[config.mk]
export PLATFORM = sky130hd
export DESIGN_NAME = cram_loader
export DESIGN_NICKNAME = d
export VERILOG_FILES = /design/src/rtl/cram_pkg.sv /design/src/rtl/cram_loader.sv
export SDC_FILE = /design/constraint.sdc
export NUM_CORES = 1
export LEC_CHECK = 0
export BUFFER_PORTS_ARGS = -buffer_cell sky130_fd_sc_hd__buf_2
export CAP_MARGIN = 20
export CORE_MARGIN = 4
export CORE_UTILIZATION = 63
export DETAILED_ROUTE_END_ITERATION = 8
export GPL_TIMING_DRIVEN = 1
export HOLD_SLACK_MARGIN = 0.06
export PLACE_DENSITY = 0.86
export SLEW_MARGIN = 20
export SYNTH_ARGS = -nofsm -noshare
export SYNTH_HDL_FRONTEND = slang
export SYNTH_SLANG_ARGS = --single-unit
export TNS_END_PERCENT = 50
[constraint.sdc]
create_clock -name clk -period 5.8 [get_ports clk]
set_input_delay 0.29 -clock clk [delete_from_list [all_inputs] [get_ports clk]]
set_output_delay 0.29 -clock clk [all_outputs]
set_load 0.005 [all_outputs]
[src/rtl/cram_pkg.sv]
// Shared types and sizing helpers for the CRAM configuration controller.
package cram_pkg;

  typedef enum logic [2:0] {
    IDLE,
    LOAD_WAIT,
    LOAD_SHIFT,
    RB_SHIFT,
    RB_OUT
  } cram_state_t;

  // CRAM bits in one fpgacell: routing, input/output muxes, LUT plus its register-select bit.
  function automatic int cram_cfg_bits(input int bus_width, input int le_inputs,
                                       input int le_outputs, input int lut_size);
    return bus_width * 8 + 4 * (le_inputs + le_outputs) * $clog2(bus_width + 2) + lut_size + 1;
  endfunction

endpackage

[src/rtl/cram_loader.sv]
// Serialises a word-wide bitstream onto the fpgacell CRAM shift chain and
// reads it back non-destructively by rotating the chain through itself.
module cram_loader
  import cram_pkg::*;
#(
  parameter int CFG_BITS  = cram_cfg_bits(8, 4, 1, 16),
  parameter int NUM_CELLS = 1,
  parameter int WORD_W    = 32
) (
  input  logic              clk,
  input  logic              nrst,
  input  logic              start_load,
  input  logic              start_rb,
  input  logic [WORD_W-1:0] word_data,
  input  logic              word_valid,
  output logic              word_ready,
  output logic [WORD_W-1:0] rb_data,
  output logic              rb_valid,
  input  logic              rb_ready,
  output logic              config_en,
  output logic              config_data_in,
  input  logic              config_data_out,
  output logic              le_nrst,
  output logic              le_en,
  output logic              busy,
  output logic              done
);

  localparam int CHAIN_BITS = CFG_BITS * NUM_CELLS;
  localparam int BL_W       = $clog2(CHAIN_BITS + 1);
  localparam int WL_W       = $clog2(WORD_W + 1);

  cram_state_t       state;
  logic [BL_W-1:0]   bits_left;
  logic [WL_W-1:0]   word_left;
  logic [WL_W-1:0]   word_n;
  logic [WORD_W-1:0] sreg;
  logic [WORD_W-1:0] sreg_rb;

  // Bits carried by the next word: a full word, or whatever remains of the chain.
  function automatic logic [WL_W-1:0] chunk_len(input logic [BL_W-1:0] b);
    if (int'(b) >= WORD_W) return WL_W'(WORD_W);
    return WL_W'(b);
  endfunction

  // Captured bits sit in the low n positions; move them to the top, zero-filling below.
  function automatic logic [WORD_W-1:0] left_align(input logic [WORD_W-1:0] v,
                                                   input logic [WL_W-1:0] n);
    return v << (WORD_W - int'(n));
  endfunction

  assign sreg_rb        = {sreg[WORD_W-2:0], config_data_out};
  assign word_ready     = (state == LOAD_WAIT);
  assign rb_valid       = (state == RB_OUT);
  assign busy           = (state != IDLE);
  assign config_en      = (state == LOAD_SHIFT) || (state == RB_SHIFT);
  assign config_data_in = (state == LOAD_SHIFT) ? sreg[WORD_W-1] :
                          (state == RB_SHIFT)   ? config_data_out : 1'b0;

  always_ff @(posedge clk or negedge nrst) begin
    if (!nrst) begin
      state     <= IDLE;
      bits_left <= '0;
      word_left <= '0;
      word_n    <= '0;
      rb_data   <= '0;
      done      <= 1'b0;
      le_nrst   <= 1'b0;
      le_en     <= 1'b1;
    end else begin
      done <= 1'b0;
      case (state)
        IDLE: begin
          if (start_load) begin
            state     <= LOAD_WAIT;
            bits_left <= BL_W'(CHAIN_BITS);
            le_nrst   <= 1'b0;
            le_en     <= 1'b0;
          end else if (start_rb) begin
            state     <= RB_SHIFT;
            bits_left <= BL_W'(CHAIN_BITS);
            word_left <= chunk_len(BL_W'(CHAIN_BITS));
            word_n    <= chunk_len(BL_W'(CHAIN_BITS));
            le_en     <= 1'b0;
          end
        end
        LOAD_WAIT: begin
          if (word_valid) begin
            word_left <= chunk_len(bits_left);
            state     <= LOAD_SHIFT;
          end
        end
        LOAD_SHIFT: begin
          bits_left <= bits_left - BL_W'(1);
          word_left <= word_left - WL_W'(1);
          if (bits_left == BL_W'(1)) begin
            state   <= IDLE;
            done    <= 1'b1;
            le_nrst <= 1'b1;
            le_en   <= 1'b1;
          end else if (word_left == WL_W'(1)) begin
            state <= LOAD_WAIT;
          end
        end
        RB_SHIFT: begin
          bits_left <= bits_left - BL_W'(1);
          word_left <= word_left - WL_W'(1);
          if (word_left == WL_W'(1)) begin
            state   <= RB_OUT;
            rb_data <= left_align(sreg_rb, word_n);
          end
        end
        RB_OUT: begin
          if (rb_ready) begin
            if (bits_left == '0) begin
              state <= IDLE;
              done  <= 1'b1;
              le_en <= 1'b1;
            end else begin
              state     <= RB_SHIFT;
              word_left <= chunk_len(bits_left);
              word_n    <= chunk_len(bits_left);
            end
          end
        end
        default: state <= IDLE;
      endcase
    end
  end

  // Shift register carries payload only, so it is left out of reset.
  always_ff @(posedge clk) begin
    if (state == LOAD_WAIT && word_valid) begin
      sreg <= word_data;
    end else if (state == LOAD_SHIFT) begin
      sreg <= sreg << 1;
    end else if (state == RB_SHIFT) begin
      sreg <= sreg_rb;
    end
  end

endmodule
* After elaboration in Yosys (flattened, before gate mapping) *
Index checks and enable logic that the tools add are counted.

storage, ports and cells
  register bits = 90
  input bits = 39
  output and inout port bits = 40
  logic and storage cells = 95

operators by class
  add/subtract/negate cells = 3
  order comparisons = 1
  equal/unequal tests = 17
  shifts and indexed selects = 1
  mux-type cells = 45
  reduce and logical (&&, ||, !) cells = 19

operators with widths
  operator               number
  $mux W32               3
  $mux W6                8
  $shl A32 B32 Y32       1
  $pmux W6 S4            1
  $mux W3                7
  $mux W1                17
  $mux W8                2
  $pmux W8 S2            1
  $pmux W3 S5            1
  $reduce_and A5 Y1      3
  $pmux W6 S2            1
  $ne A2 B2 Y1 const B   5
  $reduce_bool A3 Y1     3
  $eq A8 B1 Y1 const B   1
  $ge A8 B6 Y1 const B   1
  $logic_not A8 Y1       1
  $ne A2 B1 Y1 const B   4
  $sub A8 B1 Y8 const B  1
  $sub A6 B6 Y7 const A  1
  $eq A3 B2 Y1 const B   2
  $eq A6 B1 Y1 const B   1
  $reduce_and A6 Y1      1
  $reduce_bool A2 Y1     3
  $sub A6 B1 Y6 const B  1
  other kinds (14)       16

* Depth between registers and ports, before layout *
  depth after elaboration = 9
  gate-level depth with buffers = 12
  depth with buffers taken out = 7

* Worst setup path after synthesis *
No wires, ideal clock.

  kind = reg2reg
  start = reg word_n[0]
  end = reg rb_data[30]
  setup time = 0.126 ns
  data arrival time = 2.716 ns
  required time = 5.674 ns
  path slack = 2.958 ns
  cell stages (with the launch flop) = 11
  path buffers = 4
  clock period less this slack = 2.842 ns
  cells stage by stage = dfrtp_1 > buf_6 > buf_6 > buf_4 > inv_1 > ha_1 > clkbuf_1 > mux4_2 > mux2_2 > a22o_1 > a221o_1

on the way
  cells in the longest elaborated chain, start to end = 2

RTL lines
  element                 RTL line            source
  from (decl)             cram_loader.sv:36   logic [WL_W-1:0] word_n;
  from (signal assigned)  cram_loader.sv:83   word_n <= chunk_len(BL_W'(CHAIN_BITS));
  from (signal assigned)  cram_loader.sv:122  word_n <= chunk_len(bits_left);
  $sub A6 B6 Y7           cram_loader.sv:49   return v << (WORD_W - int'(n));
  $shl A32 B32 Y32        cram_loader.sv:49
  to (signal assigned)    cram_loader.sv:110  rb_data <= left_align(sreg_rb, word_n);
  to (decl)               cram_loader.sv:17   output logic [WORD_W-1:0] rb_data,

No other way between the ends.
A chain may end at the register's enable or synchronous reset.

* Final worst setup path *
  start = reg word_n[1]
  end = reg rb_data[29]

The elaborated chain is that of the path after synthesis.

==> flow_metrics.env <==
export IMPL_dr_pass1_iters=5
export IMPL_fp_coreArea_mm2=0.00920
export IMPL_top_usage_layer="met1"
export IMPL_tritoncts="built"
export IMPL_outcome="finished, final reports clean"
export IMPL_final_hold_violation_count=0
export IMPL_h_tree_depth=3
export IMPL_vdd_drop_max_uv=252
export IMPL_final_antenna_net_count=0
export IMPL_cts_resized_gates=0
export IMPL_cts_root_buffer="clkbuf_8"
export IMPL_cp_max_fo=21
export IMPL_num_antenna_cells=0
export IMPL_drive_above_1_share=0.338
export IMPL_syn_inst=534
export IMPL_wl_per_cell_um=20.6
export IMPL_dieArea_mm2=0.0110
export IMPL_rows=35
export IMPL_synth_fp_nets=578
export IMPL_port_buffers=78
export IMPL_num_vias=4827
export IMPL_grt_pass1_vias=4558
export IMPL_rsz0062_at_grt="no"
export IMPL_initial_core_util=0.643
export IMPL_use_met3=0.0581
export IMPL_min_path_type="input port to asynchronous set/reset pin"
export IMPL_drtIter0Drc=508
export IMPL_drt_total_wl_um=14600
export IMPL_synth_area_mm2=0.00591
export IMPL_clk_pin_slew_ns=0.10
export IMPL_p_per_area_mw_per_mm2=476
export IMPL_grt_ovfl_total=0
export IMPL_clk_path_buf_depth=2
export IMPL_grt_util_met1=0.415
export IMPL_async_reset_ff_frac=0.644
export IMPL_synth_seq_cells=90
export IMPL_criticalPathCategory="register to register"
export IMPL_grt_use_met2=0.401
export IMPL_worst_pin_slew_ns=0.813
export IMPL_ys_seq_area_frac=0.408
export IMPL_yosys_warnings=0
export IMPL_cts_setup_buffers=0
export IMPL_setup_viol=0
export IMPL_synth_ff_type="dfrtp_1"
export IMPL_setup_tns_ns=0
export IMPL_track_usage=0.274
export IMPL_grt_max_degree=59
export IMPL_worstPathArrival_ns=3.30
export IMPL_synth_edff_count=32
export IMPL_gp_congestion=0.955
export IMPL_max_freq_mhz=327
export IMPL_area_growth_pct=10.4
export IMPL_ys_types=69
export IMPL_fin_cells=711
export IMPL_die_w_um=105
export IMPL_worst_clock_skew_ns=0.0113
export IMPL_clock_latency_ns=0.36
export IMPL_end_kind="register"
export IMPL_final_max_slew_viol_count=0
export IMPL_hold_buffers=0
export IMPL_nets=639
export IMPL_antenna_found_initial=0
export IMPL_p_leak_nw=2.76
export IMPL_slew_headroom=0.456
export IMPL_tritoncts_num_buffers=9
export IMPL_avgSynthCellArea_um2=11.1
export IMPL_place_hpwl_um=10600
export IMPL_cp_data_required_time_ns=6.04
export IMPL_viasPerCell=6.79
export IMPL_crit_path_start_kind="register"
export IMPL_grt_pass1_wl_um=24200
export IMPL_die_height_um=105
export IMPL_io_pins=79
export IMPL_drc=0
export IMPL_cts_sinks=90
export IMPL_period_minus_slack_ns=3.06
export IMPL_place_inst=695
export IMPL_post_route_period_util=0.527
export IMPL_cap_viol_max_count=0
state kept, by name, summed over array words and instances, names as in the netlist:
signal,cells
bits_left,8
done,1
le_en,1
le_nrst,1
rb_data,32
sreg,32
state,3
word_left,6
word_n,6
worst max-delay path, stage by stage (launching register included):
cell and delay [ns]:
dfrtp_1 0.51, inv_1 0.07, ha_1 0.26, xor2_2 0.65
buf_4 0.41, mux4_2 0.56, nor2_2 0.11, nor2_2 0.04
a221o_1 0.32
final timing paths:
check / start / endpoint / slack, ns / cells past startpoint
min in group clk: rb_ready / state[2] / 0.17 / 2
max in group asynchronous: nrst / word_n[0] / 5.21 / 2
worst min-delay path: nrst / rb_data[4] / 0.06 / 2
worst min register to register: rb_data[15] / rb_data[15] / 0.49 / 2
worst max-delay path: word_n[1] / rb_data[29] / 2.74 / 8
worst max register to register: word_n[1] / rb_data[29] / 2.74 / 8
power by group:
group	internal (mW)	switching, mW	total (mW)	leakage [nW]
Sequential	0.991	0.286	1.28	1.07
Combinational	0.638	0.675	1.31	1.57
Clock	0.274	0.243	0.517	0.120
layout by cell type (no fill, tap or decap), types with 7 or more instances in the layout:
| cell type | n |
|---|---|
| buf_2 | 78 |
| dfrtp_1 | 56 |
| mux2_2 | 55 |
| nor2_1 | 49 |
| nand2_1 | 47 |
| edfxtp_1 | 32 |
| o21ai_0 | 26 |
| mux4_2 | 25 |
| mux2i_1 | 22 |
| a21oi_1 | 17 |
| nor3_1 | 15 |
| inv_1 | 13 |
| nand3_1 | 12 |
| a221o_1 | 10 |
| a22o_1 | 9 |
| clkbuf_8 | 9 |
| buf_4 | 9 |
| a211oi_1 | 8 |
| and3_1 | 7 |
cell type report:
| cell class | instances | area, µm² |
|---|---|---|
| Timing Repair Buffer | 87 | 458 |
| Clock buffer | 10 | 149 |
| Tap cell | 111 | 139 |
| Clock inverter | 6 | 93.8 |
| Sequential cell | 90 | 2410 |
| Fill cell | 663 | 2670 |
| Inverter | 13 | 48.8 |
| Multi-Input combinational cell | 394 | 3230 |
cell usage after synthesis, types with 7 or more instances:
| cell | count | area (µm²) |
|---|---|---|
| dfrtp_1 | 57 | 1430 |
| mux2_2 | 55 | 619 |
| nor2_1 | 50 | 188 |
| nand2_1 | 47 | 176 |
| edfxtp_1 | 32 | 961 |
| o21ai_0 | 27 | 135 |
| mux4_2 | 25 | 563 |
| mux2i_1 | 22 | 220 |
| a21oi_1 | 17 | 85.1 |
| clkbuf_1 | 17 | 63.8 |
| nor3_1 | 15 | 75.1 |
| inv_1 | 13 | 48.8 |
| nand3_1 | 12 | 60.1 |
| a221o_1 | 10 | 100 |
| a22o_1 | 9 | 78.8 |
| a211oi_1 | 8 | 60.1 |
| and3_1 | 7 | 43.8 |
per-layer routing:
layer	share of wire	vias to the layer above
met5	0	-
met4	0.017	0
met3	0.087	23
met2	0.46	262
met1	0.44	2379
li1	-	2163
per-stage QoR:
stage	area (µm²)	total power, mW	hold slack [ns]	setup WS, ns	utilization
3_5_place_dp	6290	2.57	0.471	2.78	0.684
6_report	6530	3.11	0.0588	2.74	0.710
5_1_grt	6530	3.31	0.115	2.54	0.710
4_1_cts	6530	3.09	0.0825	2.77	0.710
3_3_place_gp	6290	2.49	0.464	2.93	0.684
2_1_floorplan	5910	2.12	-0.00559	2.96	-
cell families after synthesis:
family                   after synthesis  synth area share
flip-flops                            90             0.408
XOR/XNOR                              10            0.0174
AO/OA/AOI/OAI                        113             0.139
buffers and inverters                 50            0.0465
AND/OR/NAND/NOR                      162             0.135
multiplexers                         104             0.244
adder cells (fa/ha/maj)                5            0.0106
(Power assumes the default switching activity.)
